**config.mk**
```make
export PLATFORM = sky130hd
export DESIGN_NAME = fetch_queue
export DESIGN_NICKNAME = d
export VERILOG_FILES = /design/src/rtl/fetch_pkg.sv /design/src/rtl/sync_fifo.sv /design/src/rtl/fetch_queue.sv
export SDC_FILE = /design/constraint.sdc
export NUM_CORES = 1
export LEC_CHECK = 0
export CAP_MARGIN = 5
export CORE_MARGIN = 10
export CORE_UTILIZATION = 59
export DETAILED_ROUTE_END_ITERATION = 16
export GPL_TIMING_DRIVEN = 0
export PLACE_DENSITY_LB_ADDON = 0.05
export SETUP_SLACK_MARGIN = 0.4
export SYNTH_ARGS = -nofsm -noshare
export SYNTH_HDL_FRONTEND = slang
export SYNTH_SLANG_ARGS = --single-unit
```
**constraint.sdc**
```tcl
create_clock -name clk -period 6 [get_ports clk]
set_clock_uncertainty 0.2 [all_clocks]
set_input_delay 1.5 -clock clk [delete_from_list [all_inputs] [get_ports clk]]
set_output_delay 1.5 -clock clk [all_outputs]
set_load 0.005 [all_outputs]
```
**src/rtl/fetch_pkg.sv**
```systemverilog
// Shared defaults and the queue entry payload for the instruction fetch queue.
package fetch_pkg;

    localparam int unsigned XLEN_DEF = 32;
    localparam logic [XLEN_DEF-1:0] RESET_PC_DEF = 32'h0000_0000;

    typedef struct packed {
        logic [XLEN_DEF-1:0] pc;
        logic [XLEN_DEF-1:0] instr;
    } fetch_entry_t;

endpackage

```
**src/rtl/sync_fifo.sv**
```systemverilog
// Single-clock FIFO with registered storage, synchronous flush and occupancy count.
module sync_fifo #(
    parameter int unsigned WIDTH = 64,
    parameter int unsigned DEPTH = 4
) (
    input  logic                     clk,
    input  logic                     rst_n,
    input  logic                     flush,
    input  logic                     push,
    input  logic [WIDTH-1:0]         wr_data,
    input  logic                     pop,
    output logic [WIDTH-1:0]         rd_data,
    output logic [$clog2(DEPTH):0]   count,
    output logic                     empty
);

    localparam int unsigned AW = $clog2(DEPTH);
    localparam int unsigned CW = AW + 1;

    logic [WIDTH-1:0] mem_q [DEPTH];
    logic [AW-1:0]    wr_ptr_q, wr_ptr_d;
    logic [AW-1:0]    rd_ptr_q, rd_ptr_d;
    logic [CW-1:0]    count_q, count_d;
    logic             do_push, do_pop;

    // A push into a full FIFO is legal when the head leaves in the same cycle.
    always_comb begin
        do_pop   = pop && (count_q != '0);
        do_push  = push && ((count_q != CW'(DEPTH)) || do_pop);
        wr_ptr_d = wr_ptr_q;
        rd_ptr_d = rd_ptr_q;
        count_d  = count_q;
        if (flush) begin
            wr_ptr_d = '0;
            rd_ptr_d = '0;
            count_d  = '0;
        end else begin
            if (do_push) wr_ptr_d = wr_ptr_q + AW'(1);
            if (do_pop)  rd_ptr_d = rd_ptr_q + AW'(1);
            count_d = count_q + CW'(do_push) - CW'(do_pop);
        end
    end

    always_ff @(posedge clk or negedge rst_n) begin
        if (!rst_n) begin
            wr_ptr_q <= '0;
            rd_ptr_q <= '0;
            count_q  <= '0;
        end else begin
            wr_ptr_q <= wr_ptr_d;
            rd_ptr_q <= rd_ptr_d;
            count_q  <= count_d;
        end
    end

    always_ff @(posedge clk) begin
        if (do_push && !flush) mem_q[wr_ptr_q] <= wr_data;
    end

    assign rd_data = mem_q[rd_ptr_q];
    assign count   = count_q;
    assign empty   = (count_q == '0);

endmodule

```
**src/rtl/fetch_queue.sv**
```systemverilog
// Instruction fetch front end: credit-limited request issue, in-order response
// tagging, redirect flush with dropping of stale in-flight responses.
module fetch_queue
    import fetch_pkg::*;
#(
    parameter int unsigned     XLEN     = XLEN_DEF,
    parameter int unsigned     DEPTH    = 4,
    parameter logic [XLEN-1:0] RESET_PC = RESET_PC_DEF
) (
    input  logic            clk,
    input  logic            rst_n,
    output logic            imem_req_valid,
    input  logic            imem_req_ready,
    output logic [XLEN-1:0] imem_req_addr,
    input  logic            imem_rsp_valid,
    input  logic [XLEN-1:0] imem_rsp_data,
    input  logic            redirect_valid,
    input  logic [XLEN-1:0] redirect_pc,
    output logic            inst_valid,
    input  logic            inst_ready,
    output logic [XLEN-1:0] inst_data,
    output logic [XLEN-1:0] inst_pc
);

    localparam int unsigned CW = $clog2(DEPTH) + 1;
    localparam int unsigned EW = $bits(fetch_entry_t);

    logic [XLEN-1:0] pc_q, pc_d;
    logic [XLEN-1:0] rsp_pc_q, rsp_pc_d;
    logic [CW-1:0]   outst_q, outst_d;
    logic [CW-1:0]   drop_q, drop_d;
    logic [CW-1:0]   occ;
    logic [CW:0]     used_c;
    logic [XLEN-1:0] target_c;
    logic            req_fire_c, push_c, pop_c, empty;
    fetch_entry_t    wr_entry, rd_entry;

    // Credits cover both queued entries and responses still owed by memory.
    always_comb begin
        used_c         = {1'b0, occ} + {1'b0, outst_q};
        imem_req_valid = rst_n && !redirect_valid && (used_c < (CW+1)'(DEPTH));
        imem_req_addr  = pc_q;
        req_fire_c     = imem_req_valid && imem_req_ready;
        target_c       = {redirect_pc[XLEN-1:2], 2'b00};
        push_c         = imem_rsp_valid && !redirect_valid && (drop_q == '0);
        pop_c          = inst_valid && inst_ready;
        wr_entry.pc    = rsp_pc_q;
        wr_entry.instr = imem_rsp_data;
    end

    // rsp_pc tracks the address of the next response that will be kept.
    always_comb begin
        pc_d     = pc_q;
        rsp_pc_d = rsp_pc_q;
        outst_d  = outst_q + CW'(req_fire_c) - CW'(imem_rsp_valid);
        drop_d   = drop_q;
        if (redirect_valid) begin
            pc_d     = target_c;
            rsp_pc_d = target_c;
            drop_d   = outst_q - CW'(imem_rsp_valid);
        end else begin
            if (req_fire_c) pc_d = pc_q + XLEN'(4);
            if (push_c)     rsp_pc_d = rsp_pc_q + XLEN'(4);
            if (imem_rsp_valid && (drop_q != '0)) drop_d = drop_q - CW'(1);
        end
    end

    always_ff @(posedge clk or negedge rst_n) begin
        if (!rst_n) begin
            pc_q     <= RESET_PC;
            rsp_pc_q <= RESET_PC;
            outst_q  <= '0;
            drop_q   <= '0;
        end else begin
            pc_q     <= pc_d;
            rsp_pc_q <= rsp_pc_d;
            outst_q  <= outst_d;
            drop_q   <= drop_d;
        end
    end

    sync_fifo #(
        .WIDTH (EW),
        .DEPTH (DEPTH)
    ) u_queue (
        .clk     (clk),
        .rst_n   (rst_n),
        .flush   (redirect_valid),
        .push    (push_c),
        .wr_data (wr_entry),
        .pop     (pop_c),
        .rd_data (rd_entry),
        .count   (occ),
        .empty   (empty)
    );

    assign inst_valid = !empty;
    assign inst_data  = inst_valid ? rd_entry.instr : '0;
    assign inst_pc    = inst_valid ? rd_entry.pc    : '0;

endmodule

```
* Yosys cells after proc, flatten, opt, wreduce, memory -nomap -nowiden
Memories as Yosys holds them, arrays and structs flattened. Cells that the tools add are included.
Storage, ports and cells: flip-flop bits (word level) 77, bits in writable memories 256, input port bits 70, output and inout port bits 98, logic and storage cells 58, memories 1
Memory list:
- u_queue.mem_q | depth 4, width 64, read ports 1, clocked after memory_dff 0, wr ports 1, RTL line sync_fifo.sv:20 | logic [WIDTH-1:0] mem_q [DEPTH];
Operators by class: add/sub/neg operators 11, order comparisons 1, equality and inequality tests 1, mux-type cells 15, reductions and logical operators 22
Operators by type and width (count):
- 32-bit 2-to-1 mux | 6
- 32-bit by 3-bit adder with 32-bit output, second input constant | 2
- 1-bit logical AND | 10
- 2-bit nonzero test | 5
- 3-bit 2-to-1 mux | 3
- 3-bit by 1-bit subtractor with 3-bit output | 3
- 2-bit 2-to-1 mux | 4
- 3-bit by 1-bit adder with 3-bit output | 2
- 3-bit zero test | 2
- 3-bit nonzero test | 2
- 2-bit by 1-bit adder with 2-bit output, second input constant | 2
- 3-bit by 3-bit adder with 4-bit output | 1
- 4-bit by 3-bit less-than comparator with 1-bit output, second input constant | 1
- 3-bit inequality test, second input constant | 1
- 3-bit by 1-bit subtractor with 3-bit output, second input constant | 1
- 1-bit zero test | 2
- 1-bit 2-to-1 mux | 2
- 1-bit logical OR | 1

* Depth between registers and ports, before layout
word-level depth 9, depth in mapped cells 12, gate-level depth less buffers 9

* Cells and area by module
Synthesis repeated with hierarchy kept, for this count alone.
Unflattened totals: cell total of the unflattened synthesis 879, area total of the unflattened synthesis 13969.6 µm²
By module, submodules not included:
- sync_fifo | instances 1, cells an instance 378, area each 9690.5 µm²
- fetch_queue | instances 1, cells an instance 501, area each 4279.1 µm²

* Worst setup path after synthesis
No wires, ideal clock.
path kind input-to-reg, start in redirect_valid, end mem u_queue.mem_q[0][0] (enable), setup time 0.426 ns, arrival time 3.755 ns, path slack 1.619 ns, stages 3, path buffers 1, cells stage by stage clkbuf_1 nor3_1 and2_1
On the way: word-level cells in the longest chain between the ends 7
Ends and longest elaborated chain:
- from (decl) | RTL line fetch_queue.sv:17 | input logic redirect_valid,
- 1-bit zero test * | RTL line sync_fifo.sv:57, fetch_queue.sv:45
- 1-bit logical AND (2 in a row) | RTL line fetch_queue.sv:45 | push_c = imem_rsp_valid && !redirect_valid && (drop_q == '0);
- 1-bit logical AND | RTL line sync_fifo.sv:29 | do_push = push && ((count_q != CW'(DEPTH)) || do_pop);
- 1-bit logical AND * | RTL line sync_fifo.sv:57 | if (do_push && !flush) mem_q[wr_ptr_q] <= wr_data;
- 1-bit 2-to-1 mux * | RTL line sync_fifo.sv:57
- 1-bit 2-to-1 mux (not written as such) * | RTL line sync_fifo.sv:57
- to (decl) | RTL line sync_fifo.sv:20
Every way passes the cells marked *; elsewhere a longest branch is shown, timed or not.

* Final worst setup path
start in redirect_valid, end out imem_req_valid
On the way: word-level cells in the longest chain between the ends 3
Ends and longest elaborated chain:
- 1-bit zero test | RTL line fetch_queue.sv:41 | imem_req_valid = rst_n && !redirect_valid && (used_c < (CW+1)'(DEPTH));
- 1-bit logical AND (2 in a row) | RTL line fetch_queue.sv:41
- to (decl) | RTL line fetch_queue.sv:12 | output logic imem_req_valid,
No other way between the ends.

==> flow_summary.json <==
{
  "nets": 1137,
  "synth-edff-count": 248,
  "n_antenna_cell": 0,
  "finalHoldViolCount": 0,
  "switchingPower_mw": 1.60,
  "synth_area_um2": 13600,
  "clock-sinks": 321,
  "num_vias": 8012,
  "rsz0062_at_grt": "false",
  "max_cap_violations": 0,
  "holdPathEnd": "outst_q[0]$_DFF_PN0_",
  "ant_nets": 0,
  "leakage_nw": 5.77,
  "pin_count": 168,
  "yosysWarningCount": 0,
  "startpoint_type": "input pin",
  "cpPeakStageDelay_ps": 620,
  "viasPerCell": 5.90,
  "r2r_end": "u_queue.mem_q[0][50]$_DFFE_PP_",
  "r2r_setup_slack_ps": 2590,
  "p_sw_share_pct": 25.9,
  "slew_headroom_pct": 17.7,
  "cts_max_level": 1,
  "worstMarginPinSlew_ps": 1230,
  "syn_inst": 847,
  "ys_types": 48,
  "cts_root_buf": "clkbuf_16",
  "drive_above_1_share_pct": 14.1,
  "grt_use_met1_pct": 27.5,
  "cts_resized": 0,
  "pwr-share-comb_pct": 26.3,
  "hold_start": "outst_q[0]$_DFF_PN0_",
  "hpwl_um": 20400,
  "crit_path_cell_trace": "clkdlybuf4s50_1 > nor4_2 > and3_1 > clkdlybuf4s50_1",
  "grtUsageMet3_pct": 4.13,
  "gr-usage-met2_pct": 33.6,
  "hold_path_class": "register to register",
  "post_cts_buffers": 0,
  "tritoncts": "built",
  "reg2reg_depth": 6,
  "hold_depth": 1,
  "power.density_nw_per_um2": 370,
  "max-vdd-ir-drop_mv": 0.260,
  "die_h_um": 172,
  "route.detailed.drc": 0,
  "timing.fmax_ghz": 0.205,
  "period_needed_ps": 4880,
  "power_mw": 6.18,
  "fillers": 1384,
  "end_kind": "output pin",
  "final_common_cell": "edfxtp_1",
  "dieArea_um2": 29500,
  "worst-path-max-fanout": 6,
  "wl_per_cell_um": 22.3,
  "maxSlewViolCount": 0,
  "cts_buffers": 31,
  "clock_latency_ps": 540,
  "stdcell_area_um2": 16700,
  "antenna_found_initial": 1,
  "seqPwrFrac_pct": 43.3,
  "drt-total-wl_um": 30300,
  "clk_pin_slew_ps": 60,
  "post_dp_cell_area_um2": 15700,
  "r2r_start": "drop_q[0]$_DFFE_PN0P_",
  "initial_core_util_pct": 59.9,
  "place_congestion": 0.933,
  "period_share_pct": 81.3,
  "syn_to_final_growth_pct": 23.0,
  "setup_violations": 0,
  "cp_slowest_cell": "clkdlybuf4s50_1",
  "overflow": 0,
  "placementRows": 55,
  "busiest_layer": "met2",
  "synth_ff_type": "edfxtp_1",
  "gr-usage-all-layers_pct": 20.5,
  "hold_buffers": 0,
  "critical_path_required_ps": 4300,
  "synth-seq-cells": 321,
  "intPower_mw": 4.58,
  "cts.path.max_buffers": 3,
  "core_area_um2": 22600,
  "async_reset_ff_share_pct": 22.7,
  "cpMostUsedCell": "clkdlybuf4s50_1",
  "portBuffers": 161,
  "grt_max_degree": 70,
  "die_w_um": 172,
  "grt_pass1_vias": 8298,
  "clkPwrFrac_pct": 30.4,
  "grt_pass1_wl_um": 46600,
  "ys_seq_area_share_pct": 68.3,
  "firstDrtPassIters": 5,
  "status": "complete, no violations",
  "avgSynthCellArea_um2": 16.0,
  "worstPathArrival_ps": 3180,
  "mostFrequentLayoutCells": "edfxtp_1, clkdlybuf4s50_1, dfrtp_1",
  "criticalPathCategory": "input pin to output pin",
  "drt_iter0_drc": 599
}
[stage by stage]
step	setup WS (ps)	TNS, ps	std cells	utilization (%)	hold WS [ps]
3_3_place_gp	-1250	-176570	1296	68.7	332
4_1_cts	1070	0	1358	73.7	351
5_1_grt	973	0	1358	73.7	364
2_1_floorplan	1620	0	850	-	292
3_5_place_dp	1010	0	1301	69.3	336
6_report	1120	0	1358	73.7	345
[area by class of cell]
cell class | count | area [µm²] | share of cell area [%]
Buffer | 45 | 205 | 1.23
Tap cell | 285 | 357 | 2.14
Inverter | 19 | 71.3 | 0.427
Sequential cell | 321 | 9270 | 55.6
Timing Repair Buffer | 166 | 1740 | 10.4
Clock inverter | 5 | 22.5 | 0.135
Clock buffer | 52 | 983 | 5.89
Multi-Input combinational cell | 465 | 4040 | 24.2
[worst max-delay path, delay by kind of cell]
kind / cells / cell delay, ps
buffers and inverters: 2 / 1120
AND/OR/NAND/NOR: 2 / 560
[cell families after synthesis]
group	share of synthesized area, %
AOI/OAI and AO/OA	3.61
xor gates and xnor gates	2.78
adders and majority gates	1.77
buffers and inverters	2.04
DFF	68.3
muxes	11.4
other	0.0276
and+or+nand+nor	10.0
[layer usage]
metal  share of wire [%]  wire [µm]
met2                  48      14700
met1                  42      12800
met4                 1.8        553
met5                   0          0
met3                 7.5       2270
[synthesized netlist by cell type, drive strengths merged, types with 2 or more instances]
| library cell | count | area [µm²] |
|---|---|---|
| edfxtp | 248 | 7450 |
| dfrtp | 73 | 1830 |
| and2 | 72 | 450 |
| mux4 | 62 | 1400 |
| nand2 | 56 | 210 |
| o21ai | 31 | 155 |
| clkbuf | 29 | 109 |
| nand4 | 29 | 181 |
| nand3 | 22 | 110 |
| xor2 | 22 | 193 |
| xnor2 | 21 | 184 |
| nor2 | 20 | 75.1 |
| inv | 19 | 71.3 |
| buf | 16 | 96.4 |
| ha | 16 | 200 |
| and3 | 15 | 93.8 |
| o211ai | 14 | 105 |
| mux2 | 11 | 124 |
| a31oi | 7 | 43.8 |
| and4 | 6 | 52.6 |
| nor3 | 6 | 30.0 |
| a21oi | 5 | 25.0 |
| or3 | 5 | 31.3 |
| a21o | 4 | 30.0 |
| nor4 | 4 | 37.5 |
| o311ai | 4 | 35.0 |
| a211oi | 3 | 22.5 |
| mux2i | 3 | 30.0 |
| o31ai | 3 | 22.5 |
| or4 | 3 | 22.5 |
| a31o | 2 | 17.5 |
| fa | 2 | 40.0 |
| nand2b | 2 | 12.5 |
| o31a | 2 | 17.5 |
| or2 | 2 | 12.5 |
[sequential cells by signal (all words and copies together), names as in the netlist]
| signal | flops |
|---|---|
| drop_q | 3 |
| imem_req_addr | 30 |
| outst_q | 3 |
| rsp_pc_q | 30 |
| u_queue.count | 3 |
| u_queue.mem_q | 248 |
| u_queue.rd_ptr_q | 2 |
| u_queue.wr_ptr_q | 2 |
[power by group through the flow]
stage | Sequential (mW) | Clock [mW] | Combinational, mW
3_3_place_gp | 2.71 | 0 | 1.62
6_report | 2.67 | 1.88 | 1.62
2_1_floorplan | 2.68 | 0 | 0.889
3_5_place_dp | 2.71 | 0 | 1.65
5_1_grt | 2.69 | 2.01 | 1.77
4_1_cts | 2.67 | 1.91 | 1.67
[worst max-delay path by stage]
stage                                         start                            end  depth (start not counted)
finish                               redirect_valid                 imem_req_valid                          4
global route        u_queue.rd_ptr_q[0]$_DFFE_PN0P_                    inst_pc[22]                          5
CTS                 u_queue.rd_ptr_q[0]$_DFFE_PN0P_                    inst_pc[22]                          5
detailed placement                   redirect_valid  u_queue.mem_q[0][6]$_DFFE_PP_                          5
global placement                              rst_n                 imem_req_valid                          3
floorplan                            redirect_valid  u_queue.mem_q[0][0]$_DFFE_PP_                          3
No activity file was read; power rests on OpenSTA's default activity.
